## config.mk

```make
export PLATFORM = sky130hd
export DESIGN_NAME = fb_write_arbiter
export DESIGN_NICKNAME = d
export VERILOG_FILES = /design/src/rtl/fb_write_arbiter.sv
export SDC_FILE = /design/constraint.sdc
export NUM_CORES = 1
export LEC_CHECK = 0
export ABC_AREA = 1
export CAP_MARGIN = 20
export CORE_ASPECT_RATIO = 0.5
export CORE_MARGIN = 3
export CORE_UTILIZATION = 50
export DETAILED_ROUTE_END_ITERATION = 12
export GPL_TIMING_DRIVEN = 0
export HOLD_SLACK_MARGIN = 0.05
export PLACE_DENSITY = 0.75
export SKIP_CTS_REPAIR_TIMING = 1
export SLEW_MARGIN = 10
export SYNTH_ARGS = -nofsm -noshare
export SYNTH_HDL_FRONTEND = slang
export SYNTH_SLANG_ARGS = --single-unit
```

## constraint.sdc

```tcl
create_clock -name clk -period 2.8 [get_ports clk]
set_clock_uncertainty 0.1 [all_clocks]
set_input_delay 0.7 -clock clk [delete_from_list [all_inputs] [get_ports clk]]
set_output_delay 0.7 -clock clk [all_outputs]
set_load 0.005 [all_outputs]
```

## src/rtl/fb_write_arbiter.sv

```systemverilog
// fb_write_arbiter
//   Lets two pixel writers share the single frame-buffer BRAM write port.
//   src0 is the test-pattern generator and src1 is the camera capture. Neither
//   source can be stalled, so each one writes into its own small FIFO. A
//   round-robin scheduler then issues at most one registered BRAM write per
//   clock. A word that arrives while its FIFO is full is dropped; the drop
//   sets a sticky flag and is counted.
//
// Ports
//   clk, i_reset             clock; asynchronous active-high reset
//   i_enable                 scheduler may issue writes (FIFOs keep filling when low)
//   i_src_en[1:0]            per-source accept enable
//   i_srcN_write/addr/data   per-source write strobe and word
//   i_clear_flags            synchronous clear of overflow flags and drop counters
//   o_write/o_addr/o_data    registered BRAM write port
//   o_grant[1:0]             one-hot source of the current o_write word
//   o_overflow[1:0]          sticky per-source drop flags
//   o_src0_drops/o_src1_drops  saturating drop counters
module fb_write_arbiter #(
    parameter int unsigned ADDR_WIDTH = 17,
    parameter int unsigned DATA_WIDTH = 12,
    parameter int unsigned FIFO_DEPTH = 4,
    parameter int unsigned CNT_WIDTH  = 16
) (
    input  logic                  clk,
    input  logic                  i_reset,
    input  logic                  i_enable,
    input  logic [1:0]            i_src_en,
    input  logic                  i_src0_write,
    input  logic [ADDR_WIDTH-1:0] i_src0_addr,
    input  logic [DATA_WIDTH-1:0] i_src0_data,
    input  logic                  i_src1_write,
    input  logic [ADDR_WIDTH-1:0] i_src1_addr,
    input  logic [DATA_WIDTH-1:0] i_src1_data,
    input  logic                  i_clear_flags,
    output logic                  o_write,
    output logic [ADDR_WIDTH-1:0] o_addr,
    output logic [DATA_WIDTH-1:0] o_data,
    output logic [1:0]            o_grant,
    output logic [1:0]            o_overflow,
    output logic [CNT_WIDTH-1:0]  o_src0_drops,
    output logic [CNT_WIDTH-1:0]  o_src1_drops
);

    localparam int unsigned PTR_W   = $clog2(FIFO_DEPTH);
    localparam int unsigned ENTRY_W = ADDR_WIDTH + DATA_WIDTH;

    // FIFO storage is left without a reset; the pointers and counts define validity.
    logic [ENTRY_W-1:0] mem_q [2][FIFO_DEPTH];

    logic [1:0][PTR_W-1:0]     wr_ptr_q, wr_ptr_d;
    logic [1:0][PTR_W-1:0]     rd_ptr_q, rd_ptr_d;
    logic [1:0][PTR_W:0]       count_q, count_d;
    logic [1:0][CNT_WIDTH-1:0] drops_q, drops_d;
    logic [1:0]                overflow_q, overflow_d;
    logic                      prio_q, prio_d;  // 0: src0 preferred on contention
    logic                      write_q, write_d;
    logic [1:0]                grant_q, grant_d;
    logic [ADDR_WIDTH-1:0]     addr_q, addr_d;
    logic [DATA_WIDTH-1:0]     data_q, data_d;

    logic [1:0]              push_req, push, pop, drop, not_empty, full;
    logic [1:0][ENTRY_W-1:0] push_word, head;
    logic [ENTRY_W-1:0]      sel_word;

    always_comb begin
        push_req     = {i_src1_write & i_src_en[1], i_src0_write & i_src_en[0]};
        push_word[0] = {i_src0_addr, i_src0_data};
        push_word[1] = {i_src1_addr, i_src1_data};
        for (int n = 0; n < 2; n++) begin
            not_empty[n] = (count_q[n] != '0);
            full[n]      = (count_q[n] == (PTR_W + 1)'(FIFO_DEPTH));
            head[n]      = mem_q[n][rd_ptr_q[n]];
        end
    end

    // Round-robin pick: the pointer always favours the source that was not served last.
    always_comb begin
        pop = 2'b00;
        if (i_enable) begin
            if (not_empty[0] && not_empty[1]) begin
                pop = prio_q ? 2'b10 : 2'b01;
            end else if (not_empty[0]) begin
                pop = 2'b01;
            end else if (not_empty[1]) begin
                pop = 2'b10;
            end
        end
        prio_d = prio_q;
        if (pop[0]) begin
            prio_d = 1'b1;
        end else if (pop[1]) begin
            prio_d = 1'b0;
        end
    end

    // A full FIFO that is popped on the same edge still has room for the incoming word.
    always_comb begin
        for (int n = 0; n < 2; n++) begin
            push[n]     = push_req[n] & (~full[n] | pop[n]);
            drop[n]     = push_req[n] & full[n] & ~pop[n];
            wr_ptr_d[n] = push[n] ? wr_ptr_q[n] + 1'b1 : wr_ptr_q[n];
            rd_ptr_d[n] = pop[n] ? rd_ptr_q[n] + 1'b1 : rd_ptr_q[n];
            count_d[n]  = count_q[n] + (PTR_W + 1)'(push[n]) - (PTR_W + 1)'(pop[n]);
        end
    end

    // On an edge with both a clear and a drop, the drop wins: the flag is set and the count is 1.
    always_comb begin
        for (int n = 0; n < 2; n++) begin
            overflow_d[n] = i_clear_flags ? 1'b0 : overflow_q[n];
            drops_d[n]    = i_clear_flags ? '0 : drops_q[n];
            if (drop[n]) begin
                overflow_d[n] = 1'b1;
                if (!(&drops_d[n])) begin
                    drops_d[n] = drops_d[n] + 1'b1;
                end
            end
        end
    end

    // When idle, the address and data registers keep their last value.
    always_comb begin
        sel_word = pop[1] ? head[1] : head[0];
        write_d  = |pop;
        grant_d  = pop;
        addr_d   = addr_q;
        data_d   = data_q;
        if (|pop) begin
            addr_d = sel_word[ENTRY_W-1:DATA_WIDTH];
            data_d = sel_word[DATA_WIDTH-1:0];
        end
    end

    always_ff @(posedge clk) begin
        for (int n = 0; n < 2; n++) begin
            if (push[n]) begin
                mem_q[n][wr_ptr_q[n]] <= push_word[n];
            end
        end
    end

    always_ff @(posedge clk or posedge i_reset) begin
        if (i_reset) begin
            wr_ptr_q   <= '0;
            rd_ptr_q   <= '0;
            count_q    <= '0;
            drops_q    <= '0;
            overflow_q <= '0;
            prio_q     <= 1'b0;
            write_q    <= 1'b0;
            grant_q    <= '0;
            addr_q     <= '0;
            data_q     <= '0;
        end else begin
            wr_ptr_q   <= wr_ptr_d;
            rd_ptr_q   <= rd_ptr_d;
            count_q    <= count_d;
            drops_q    <= drops_d;
            overflow_q <= overflow_d;
            prio_q     <= prio_d;
            write_q    <= write_d;
            grant_q    <= grant_d;
            addr_q     <= addr_d;
            data_q     <= data_d;
        end
    end

    assign o_write      = write_q;
    assign o_addr       = addr_q;
    assign o_data       = data_q;
    assign o_grant      = grant_q;
    assign o_overflow   = overflow_q;
    assign o_src0_drops = drops_q[0];
    assign o_src1_drops = drops_q[1];

endmodule

```

**Word level (Yosys, flattened, before mapping)**

Memories as Yosys holds them, arrays and structs flattened.
Cells that the tools add are included.

- Register bits after elaboration: 81
- Memory bits (writable): 232
- Output and inout port bits: 66
- Word-level logic and storage cells: 94
- Memories: 1

- Add/subtract/negate cells: 10
- Magnitude comparators: 6
- Equal/unequal tests: 2
- Multiplexer cells: 31
- Bitwise gates (word level): 18
- Reductions and logical operators: 11

Memories:

| name | words | bits a word | rd ports | clocked after memory_dff | write ports | line | source |
|---|---|---|---|---|---|---|---|
| mem_q | 2 | 116 | 2 | 0 | 2 | 49 | `logic [ENTRY_W-1:0] mem_q [2][FIFO_DEPTH];` |

Operators with widths:

| kind | number |
|---|---|
| $mux W116 | 2 |
| $mux W29 | 7 |
| $bmux W29 S2 | 2 |
| $demux W29 S2 | 2 |
| $mux W16 | 6 |
| $add A16 B1 Y16 const B | 2 |
| $reduce_and A16 Y1 | 2 |
| $ge A3 B3 Y1 const B | 4 |
| $not A2 Y3 | 4 |
| $mux W2 | 5 |
| $add A2 B1 Y2 const B | 4 |
| $and A1 B1 Y1 | 8 |
| $mux W1 | 7 |
| $add A3 B1 Y3 | 2 |
| $eq A3 B3 Y1 const B | 2 |
| $lt A3 B1 Y1 const B | 2 |
| $reduce_bool A2 Y1 | 3 |
| $reduce_bool A3 Y1 | 2 |
| $sub A3 B1 Y3 | 2 |
| $not A1 Y1 | 4 |
| $logic_and A1 B1 Y1 | 3 |
| $or A1 B1 Y1 | 2 |
| $reduce_or A2 Y1 | 1 |

**Depth between registers and ports, before layout**

- Word-level depth: 9
- Depth in mapped cells: 14

**Worst setup path after synthesis**

No wires, ideal clock.

- Path type: input to register
- Start point: input i_enable
- End point: memory mem_q[0][116] (netlist bit) (enable)
- Setup time: 415 ps
- Arrival: 2344 ps
- Data required time: 2285 ps
- Path slack: -59 ps
- Cell stages on the path: 4
- Buffers on the path: 0
- Cells stage by stage: nand3_1 > nand4_1 > nand2_1 > nor2_1

RTL lines:

| element | line | source |
|---|---|---|
| from (decl) | 27 | `input logic i_enable,` |
| to (decl) | 49 |  |

==> qor.csv <==
stage,metric,value,unit
min_path,whs_path_depth,4,
timing,slew_headroom,0.536,
place,hpwl,23.1,mm
final_layout,regArea,8990,sq um
timing,setup_tns,0,ns
final_layout,nets,1547,
logic_synthesis,netlist_instances,1290,
critical_path,crit_path_start,i_enable,
drt,drt_wl_total,34.1,mm
critical_path,reg2reg_depth,12,
clocking,cts.sinks,313,
run_status,run_status,finished clean,
flow_run,drv_cap,0,
critical_path,cp.required,3.19,ns
final_layout,num_antenna_cells,0,
timing,worst_slew_pin_slew,0.694,ns
clocking,cts_tree,done,
power_and_ir_drop,finalPower,15.0,mW
floorplanning,die-area,29400,sq um
timing,fin_crit_sh,0.937,
final_layout,finalNonFillerCells,1839,
critical_path,crit_path_top_delay_cell,clkdlybuf4s50_1,
drt,vias,10100,
power_and_ir_drop,peakVddDrop,0.577,mV
drt,wl_per_cell,18.5,um
final_layout,drive_gt1_frac,0.103,
timing,hold_viol_final,0,
drt,antenna_left,0,
drt,vias_per_cell,5.47,
timing,fmax,381,MHz
critical_path,crit_path_max_incr_delay,0.59,ns
timing,min_period,2.62,ns
clocking,path_clk_slew,0.07,ns
global_routing,track_usage,0.231,
logic_synthesis,syn_area_per_cell,10.6,sq um
critical_path,critical_path.most_common_cell,ha_1,
drt,dr.pass1.iters,5,
logic_synthesis,ys_seq_area_frac,0.659,
logic_synthesis,syn_area,13600,sq um
place,io_buffers,130,
floorplanning,die_x,240,um
logic_synthesis,synth_seq_cells,313,
timing,finalSetupViolCount,0,
floorplanning,core,26600,sq um
global_routing,globalRouteOverflowTotal,0,
critical_path,cp_max_fo,11,
clocking,clk_latency,0.59,ns
final_layout,multi_input_area,4030,sq um
clocking,cts_buffers,28,
critical_path,critical_path.cell_chain,"clkdlybuf4s50_1, nand2_1, a21oi_4, clkbuf_4, ha_1, inv_1, ha_1, fa_1, xnor2_1, xor2_1",
floorplanning,die_h,123,um
place,routabilityCongestion,0.852,
clocking,cts_root_buf,clkbuf_16,
floorplanning,num_io_pins,132,
critical_path,reg2reg_to,count_q[5],
drt,first_iter_violations,984,
timing,drv_slew,0,
clocking,htree_levels,1,
logic_synthesis,synth_fp_nets,1372,
floorplanning,start_util,0.512,
place,dp_cells,1782,
logic_synthesis,synth_cell_types,40,
min_path,worstHoldEndpoint,o_src1_drops[11],
min_path,min_from,i_clear_flags,
critical_path,path_class,input pin to register,
final_layout,nFillCells,2072,
min_path,hp-class,input pin to register,
global_routing,grt_start_max_net_pins,36,
final_layout,syn_to_final_growth,22.4,%
critical_path,r2r_slack,0.20,ns
critical_path,r2r_start,count_q[1],
global_routing,grt_pass1_wl,52.5,mm
critical_path,cp-end-kind,register,
drt,drc,0,
logic_synthesis,ys_warn_count,0,
floorplanning,rows,42,
global_routing,antenna_found_initial,1,
critical_path,crit_path_start_kind,input pin,
clocking,cts_max_path_buffers,3,
global_routing,grt_pass1_vias,9857,
critical_path,cp.arrival,3.01,ns
power_and_ir_drop,p_leak,6.56,nW
power_and_ir_drop,power_density,896,nW/um^2
-- logic make-up after synthesis --
logic type	synth area share
flops	0.659
compound gates	0.0816
fa+ha+maj	0.0158
simple gates	0.181
xor+xnor	0.00963
buf+inv	0.0521
-- sequential cells by signal, indices dropped and copies added (netlist names), 4 cells and up --
signal,cells
count_q,6
mem_q,232
o_addr,17
o_data,12
o_src0_drops,16
o_src1_drops,16
rd_ptr_q,4
wr_ptr_q,4
-- per-layer routing --
metal | global-route usage | vias to the layer above | share of wire
met5 | 0 | - | 0.00038
met4 | 0.0716 | 2 | 0.028
met3 | 0.0386 | 63 | 0.066
met2 | 0.402 | 393 | 0.50
met1 | 0.302 | 4899 | 0.41
li1 | - | 4710 | -
-- synthesized netlist by cell type --
cell	instances	area (sq um)
a21oi_1	22	110
a21oi_2	1	8.76
a31oi_1	21	131
and2_1	1	6.26
buf_1	1	3.75
buf_12	1	20.0
buf_2	29	145
buf_4	3	22.5
buf_6	4	45.0
clkbuf_1	21	78.8
clkinv_4	1	8.76
dfrtp_1	81	2030
edfxtp_1	232	6970
fa_1	2	40.0
ha_1	14	175
inv_1	98	368
inv_2	5	18.8
nand2_1	234	878
nand2_2	2	12.5
nand2_4	1	11.3
nand3_1	45	225
nand3_2	7	70.1
nand3_4	3	52.6
nand3b_1	1	7.51
nand3b_2	1	11.3
nand4_1	11	68.8
nand4_2	3	37.5
nand4_4	1	21.3
nor2_1	245	920
nor2_2	12	75.1
nor2_4	5	56.3
nor3_1	1	5.00
nor3_4	1	16.3
o21ai_0	137	686
o21ai_1	2	10.0
o21ai_2	1	8.76
o21bai_1	1	7.51
o22ai_1	24	150
xnor2_1	5	43.8
xor2_1	10	87.6
-- final cells by class --
cell class / instances / share of cell area
flip-flops and latches: 313 / 0.539
multi-input cells: 814 / 0.241
repair buffers: 145 / 0.0935
clock buffers: 32 / 0.0429
well taps: 352 / 0.0264
inverters: 104 / 0.0239
plain buffers: 59 / 0.0190
clock inverters: 20 / 0.0143
-- worst max-delay path, delay by kind of cell --
family / cells / cell delay, ns
AND/OR/NAND/NOR: 1 / 0.14
XOR/XNOR: 2 / 0.35
AO/OA/AOI/OAI: 1 / 0.20
buffers and inverters: 3 / 0.90
adder cells (fa/ha/maj): 3 / 0.72
-- report_power, final --
group / internal, mW / switching, mW / leakage (nW)
clock: 2.23 / 1.75 / 0.457
sequential: 5.73 / 0.415 / 3.12
combinational: 1.77 / 3.06 / 2.98
total: 9.74 / 5.23 / 6.56
-- how the worst max path moves through the flow --
stage / endpoint
3_5_place_dp: count_q[5]
5_1_grt: count_q[5]
4_1_cts: count_q[5]
2_1_floorplan: mem_q[0][116]
6_report: count_q[5]
3_3_place_gp: mem_q[0][119]
-- metrics by stage --
step | worst slack, ns | instance area (sq um) | utilization | hold slack [ns]
3_5_place_dp | -0.769 | 15700 | 0.588 | 0.377
4_1_cts | -0.193 | 16600 | 0.624 | 0.358
6_report | 0.175 | 16700 | 0.627 | 0.379
5_1_grt | -0.0198 | 16700 | 0.627 | 0.404
3_3_place_gp | -1.83 | 15400 | 0.578 | 0.357
2_1_floorplan | -0.0587 | 13700 | - | 0.342
-- layout by cell type (no fill, tap or decap), drive strengths merged, types with 52 or more instances in the layout --
| cell | instances |
|---|---|
| nor2 | 262 |
| nand2 | 237 |
| edfxtp | 232 |
| o21ai | 140 |
| clkdlybuf4s50 | 130 |
| inv | 103 |
| dfrtp | 81 |
| nand3 | 55 |
| clkbuf | 54 |
| buf | 52 |
Note: power is estimated with default switching activity, not from simulation.
